===== src/rtl/ask_demod_param.sv =====
// Non-coherent ASK demodulator: |din| -> boxcar envelope -> leaky-mean slicer -> DPLL bit sync; 1 clk per stage.
// Advances only on din_valid strobes (no backpressure); ASK_LOCK_DET_EN adds the lock counter, else locked=0.
module ask_demod_param #(
    parameter int DW         = 8,
    parameter int LPF_LOG2   = 4,
    parameter int MEAN_SHIFT = 10,
    parameter int SPB        = 16,
    parameter int HYST       = 0,
    parameter int LOCK_N     = 8
) (
    input  logic                       clk,
    input  logic                       rst,
    input  logic signed [DW-1:0]       din,
    input  logic                       din_valid,
    output logic [DW+LPF_LOG2-1:0]     env,
    output logic [DW+LPF_LOG2-1:0]     mean,
    output logic                       demod,
    output logic                       data_out,
    output logic                       bit_valid,
    output logic                       bit_sync,
    output logic                       locked
);
    localparam int EW   = DW + LPF_LOG2;
    localparam int N    = 1 << LPF_LOG2;
    localparam int AW   = EW + MEAN_SHIFT;
    localparam int PW   = $clog2(SPB);
    localparam int HALF = SPB / 2;

    logic [DW-1:0] din_u;
    logic [DW-1:0] mag;
    logic [DW-1:0] dly [N];
    logic [EW-1:0] env_nxt;
    logic [AW-1:0] acc;
    logic [AW-1:0] acc_nxt;
    logic [EW:0]   env_x, mean_x, hi, lo;
    logic          above, below, demod_nxt;
    logic          demod_d, trans;
    logic [PW-1:0] ph, ph_inc, ph_nxt;
    logic          corr_done, smp_done, do_corr, wrap, fire;

    // Two's-complement magnitude; the most negative input maps to 2^(DW-1) as unsigned.
    assign din_u = din;
    assign mag   = din_u[DW-1] ? (~din_u) + DW'(1) : din_u;

    // Modular arithmetic is exact here because the true sum never leaves 0..N*2^(DW-1).
    assign env_nxt = env + EW'(mag) - EW'(dly[N-1]);
    assign acc_nxt = acc + AW'(env) - (acc >> MEAN_SHIFT);
    assign mean    = acc[AW-1:MEAN_SHIFT];

    assign env_x     = {1'b0, env};
    assign mean_x    = {1'b0, mean};
    assign hi        = mean_x + (EW+1)'(HYST);
    assign lo        = mean_x - (EW+1)'(HYST);
    assign above     = env_x > hi;
    assign below     = (mean_x > (EW+1)'(HYST)) && (env_x < lo);
    assign demod_nxt = above | (demod & ~below);
    assign trans     = demod ^ demod_d;

    always_comb begin
        do_corr = trans && !corr_done && (ph != '0);
        ph_inc  = (ph == PW'(SPB-1)) ? '0 : ph + PW'(1);
        ph_nxt  = ph_inc;
        if (do_corr) begin
            if (ph < PW'(HALF))
                ph_nxt = ph;
            else if (ph >= PW'(SPB-2))
                ph_nxt = ph - PW'(SPB-2);
            else
                ph_nxt = ph + PW'(2);
        end
        // An advance across SPB-1 counts as a wrap so the next bit period may correct again.
        wrap = ph_nxt < ph;
        fire = (ph == PW'(HALF-1)) && !smp_done;
    end

    always_ff @(posedge clk or posedge rst) begin
        if (rst) begin
            for (int i = 0; i < N; i++) dly[i] <= '0;
        end else if (din_valid) begin
            dly[0] <= mag;
            for (int i = 1; i < N; i++) dly[i] <= dly[i-1];
        end
    end

    always_ff @(posedge clk or posedge rst) begin
        if (rst) begin
            env       <= '0;
            acc       <= '0;
            demod     <= 1'b0;
            demod_d   <= 1'b0;
            ph        <= '0;
            corr_done <= 1'b0;
            smp_done  <= 1'b0;
            data_out  <= 1'b0;
            bit_valid <= 1'b0;
            bit_sync  <= 1'b0;
        end else begin
            bit_valid <= 1'b0;
            if (din_valid) begin
                env       <= env_nxt;
                acc       <= acc_nxt;
                demod     <= demod_nxt;
                demod_d   <= demod;
                ph        <= ph_nxt;
                corr_done <= wrap ? 1'b0 : (corr_done | do_corr);
                smp_done  <= wrap ? 1'b0 : (smp_done | fire);
                bit_valid <= fire;
                if (fire) data_out <= demod;
                bit_sync  <= ph_nxt < PW'(HALF);
            end
        end
    end

`ifdef ASK_LOCK_DET_EN
    localparam int LW = $clog2(LOCK_N + 1);
    logic [LW-1:0] lc, lc_nxt;
    logic [PW-1:0] dist;
    logic          in_win, far;

    always_comb begin
        dist   = (ph < PW'(HALF)) ? ph : PW'(SPB) - ph;
        in_win = (ph == '0) || (ph == PW'(1)) || (ph == PW'(SPB-1));
        far    = dist > PW'(SPB/4);
        lc_nxt = lc;
        if (trans && in_win && (lc != LW'(LOCK_N)))
            lc_nxt = lc + LW'(1);
        else if (trans && far && (lc != '0))
            lc_nxt = lc - LW'(1);
    end

    always_ff @(posedge clk or posedge rst) begin
        if (rst) begin
            lc     <= '0;
            locked <= 1'b0;
        end else if (din_valid) begin
            lc     <= lc_nxt;
            locked <= lc_nxt == LW'(LOCK_N);
        end
    end
`else
    assign locked = 1'b0;
`endif
endmodule


===== config.mk =====
export PLATFORM = sky130hd
export DESIGN_NAME = ask_demod_param
export DESIGN_NICKNAME = d
export VERILOG_FILES = /design/src/rtl/ask_demod_param.sv
export SDC_FILE = /design/constraint.sdc
export NUM_CORES = 1
export LEC_CHECK = 0
export ABC_AREA = 0
export BUFFER_PORTS_ARGS = -buffer_cell sky130_fd_sc_hd__buf_2
export CORE_AREA = 2 2 158 98
export CTS_BUF_LIST = sky130_fd_sc_hd__clkbuf_8 sky130_fd_sc_hd__clkbuf_16
export CTS_CLUSTER_SIZE = 8
export DETAILED_ROUTE_END_ITERATION = 8
export DIE_AREA = 0 0 160 100
export PLACE_DENSITY_LB_ADDON = 0.3
export SLEW_MARGIN = 20
export SYNTH_ARGS = -nofsm -noshare
export SYNTH_HDL_FRONTEND = slang
export SYNTH_SLANG_ARGS = --single-unit

===== constraint.sdc =====
create_clock -name clk -period 18.3 [get_ports clk]
set_input_delay 3.66 -clock clk [delete_from_list [all_inputs] [get_ports clk]]
set_output_delay 3.66 -clock clk [all_outputs]
set_load 0.005 [all_outputs]

==> out/results.tsv <==
stage	metric	value	unit
yosys	post-synthesis instance total	813	
yosys	number of enable flip-flop cells after synthesis	0	
grt	all-layer global routing usage	0.2494	
sta	shortest clock period the worst path allows after layout	6.606	ns
sta	worst relative slew slack	0.3637	
run_status	result of the run	finished, final reports clean	
yosys	biggest area consumer among synthesized cells	sky130_fd_sc_hd__dfrtp_1	
yosys	unique cell type count in the Yosys netlist	60	
sta	clk_skew	0.01595	ns
sta	final total negative setup slack	0	ns
clock_network	Post-CTS Hold Fix Bufs	0	
final_layout	proportion of layout cells with a drive suffix above 1	0.2494	
yosys	Synthesized Nets	902	
setup_path	Crit Path Max Fanout	5	
floorplanning	Starting Density	0.6318	
sta	unrepaired setup endpoints after global routing	false	
clock_network	clock transition at the registers of the reported paths	0.08	ns
place	number of buffers inserted by port buffering	38	
final_layout	synthesis-to-layout area growth	9.540	%
clock_network	Clock Latency Late Sink	0.44	ns
floorplanning	die extent in y	100	um
sta	Final setup viols	0	
setup_path	Setup CP Type	input port to flip-flop	
yosys	Cell Area, Synth	0.009351	mm^2
floorplanning	io pins	40	
clock_network	clock tree from TritonCTS	yes	
place	GPL Wtd Cong	0.8965	
sta	final clock period utilization by the worst path	0.3610	
grt	number of global-route vias before repair	6255	
sta	slew of the pin with the lowest slew margin	0.9544	ns
clock_network	clock sink count	173	
routing	remaining antenna violation count after routing	0	
setup_path	data arrival time of the worst path	6.94	ns
yosys	count of synthesis-stage warnings from yosys	0	
yosys	most frequent cell after synthesis	sky130_fd_sc_hd__dfrtp_1	
yosys	average cell area after synthesis	11.50	um^2
min_path	HP Class	flip-flop to flip-flop	
place	final HPWL from detailed placement	12810	um
flow_run	number of max-cap violations	0	
final_layout	area of all sequential standard cells	0.004329	mm^2
sta	highest clock rate	151.4	MHz
floorplanning	Die Area	0.01600	mm^2
final_layout	number of nets in the finished design	922	
yosys	proportion of netlist area held by the largest area contributor	0.4629	
routing	via density per instance	5.860	
clock_network	buffer count from post-CTS setup fixing	0	
floorplanning	die outline width	160	um
yosys	most used standard cells in the synthesized netlist	173 x sky130_fd_sc_hd__dfrtp_1, 124 x sky130_fd_sc_hd__mux2_2, 90 x sky130_fd_sc_hd__inv_1	
grt	initial antenna violation count	0	
floorplanning	total core area	0.01480	mm^2
routing	number of iterations in the first detailed-routing pass	7	
sta	final hold violation count	0	
sta	Final Max Slew Viols	0	
routing	wire length reported by the detailed router	18630	um
floorplanning	Site Rows	35	
grt	maximum number of pins on one net before global-route repair	111	
routing	routed via count	6147	
clock_network	root buffer selected by CTS	sky130_fd_sc_hd__clkbuf_16	
clock_network	Clock H-tree levels	4	
final_layout	Fillers	1057	
yosys	most common flop cell mapped by yosys	sky130_fd_sc_hd__dfrtp_1	
yosys	post-synthesis sequential element count	173	
grt	first-pass GRT wire length	31350	um
clock_network	cts bufs inserted	17	
routing	drt drc	0	
sta	worst slack on hold paths	0.4639	ns
final_layout	antenna diode instance count	0	
grt	GRT overflow	0	
routing	wire length per cell after detailed routing	17.76	um
yosys	sequential share of the synthesized area	0.4629	
clock_network	number of buffers between clock root and the deepest sink	2	
setup_path	Critical Path End Type	flip-flop	
final_layout	area of the multi-input gates	0.004473	mm^2
routing	DR iter-0 viols	414	
yosys	Synth area leaders	sky130_fd_sc_hd__dfrtp_1 46%, sky130_fd_sc_hd__mux2_2 15%, sky130_fd_sc_hd__ha_1 7.8%	
clock_network	Resize count post-CTS	0	
setup_path	data required time at the worst endpoint	18.63	ns
yosys	async set-reset flop share out of synthesis	1.000	
setup_path	critical path startpoint category	input port	
-- cells in the final DEF (no fill, tap or decap), types with 14 or more instances in the layout --
cell / instances
sky130_fd_sc_hd__a21oi_1: 40
sky130_fd_sc_hd__buf_2: 37
sky130_fd_sc_hd__clkbuf_16: 17
sky130_fd_sc_hd__dfrtp_1: 173
sky130_fd_sc_hd__fa_1: 20
sky130_fd_sc_hd__ha_1: 58
sky130_fd_sc_hd__inv_1: 89
sky130_fd_sc_hd__mux2_2: 124
sky130_fd_sc_hd__nand2_1: 27
sky130_fd_sc_hd__nor2_1: 34
sky130_fd_sc_hd__o21ai_0: 35
sky130_fd_sc_hd__xnor2_1: 14
-- routing by layer --
layer | wire length [um] | GRT usage | vias to the layer above
met3 | 1285 | 0.05909 | 25
met5 | 0 | 0 | -
met1 | 8935 | 0.3624 | 3029
met2 | 8172 | 0.3820 | 212
li1 | - | - | 2881
met4 | 235 | 0.06791 | 0
-- sequential cells by signal, indices dropped and copies added (netlist names) --
register and cells:
data_out 1, bit_valid 1, dly 128, corr_done 1, bit_sync 1, acc 22, demod 1, smp_done 1
ph 4, env 12, demod_d 1
-- worst paths after layout --
path	from	to	slack [ns]	cells past startpoint
max	din[2]	env[11]	11.69	11
min	smp_done	bit_valid	0.46	1
max reg2reg	env[1]	acc[20]	14.97	11
min reg2reg	smp_done	bit_valid	0.46	1
max in group asynchronous	rst	acc[1]	13.51	3
min in group asynchronous	rst	dly[101]	3.45	2
-- metrics by stage --
| step | instance area, um^2 | util | setup WS (ns) | std cells |
|---|---|---|---|---|
| floorplan | 9351 | - | 9.952 | 813 |
| global placement | 9625 | 0.6503 | 11.58 | 1017 |
| detailed placement | 9625 | 0.6503 | 11.38 | 1017 |
| CTS | 10240 | 0.6921 | 11.75 | 1049 |
| global route | 10240 | 0.6921 | 11.47 | 1049 |
| finish | 10240 | 0.6921 | 11.69 | 1049 |
-- logic make-up (layout without fill, tap and decap cells) --
logic type,Yosys count,count (layout),share of synthesized area
buffers and inverters,131,164,0.05874
adders and majority gates,78,78,0.1204
muxes,133,133,0.1590
xor gates and xnor gates,26,26,0.02435
and+or+nand+nor,125,125,0.06730
AOI/OAI and AO/OA,146,146,0.1069
DFF,173,173,0.4629
other,1,1,0.0004010
-- worst max-delay path, stage by stage --
cell,delay (ns)
sky130_fd_sc_hd__buf_2,0.13
sky130_fd_sc_hd__nor4_1,0.34
sky130_fd_sc_hd__nor4bb_1,0.76
sky130_fd_sc_hd__fa_1,0.55
sky130_fd_sc_hd__ha_1,0.38
sky130_fd_sc_hd__o21a_1,0.16
sky130_fd_sc_hd__nor2_1,0.05
sky130_fd_sc_hd__a21oi_1,0.34
sky130_fd_sc_hd__a31oi_1,0.18
sky130_fd_sc_hd__xnor2_1,0.15
sky130_fd_sc_hd__o32ai_1,0.23
-- final cells by class --
type,instances,share of cell area
sequential,173,0.4226
inverter,90,0.03347
timing repair buffer,42,0.02211
clock inverter,15,0.01881
clock buffer,17,0.04153
tap,203,0.02480
multi-input combinational,509,0.4367
Power is left out: the tool's default activity adds up to more than one toggle a clock period on the data nets, which glitch-free logic cannot reach.
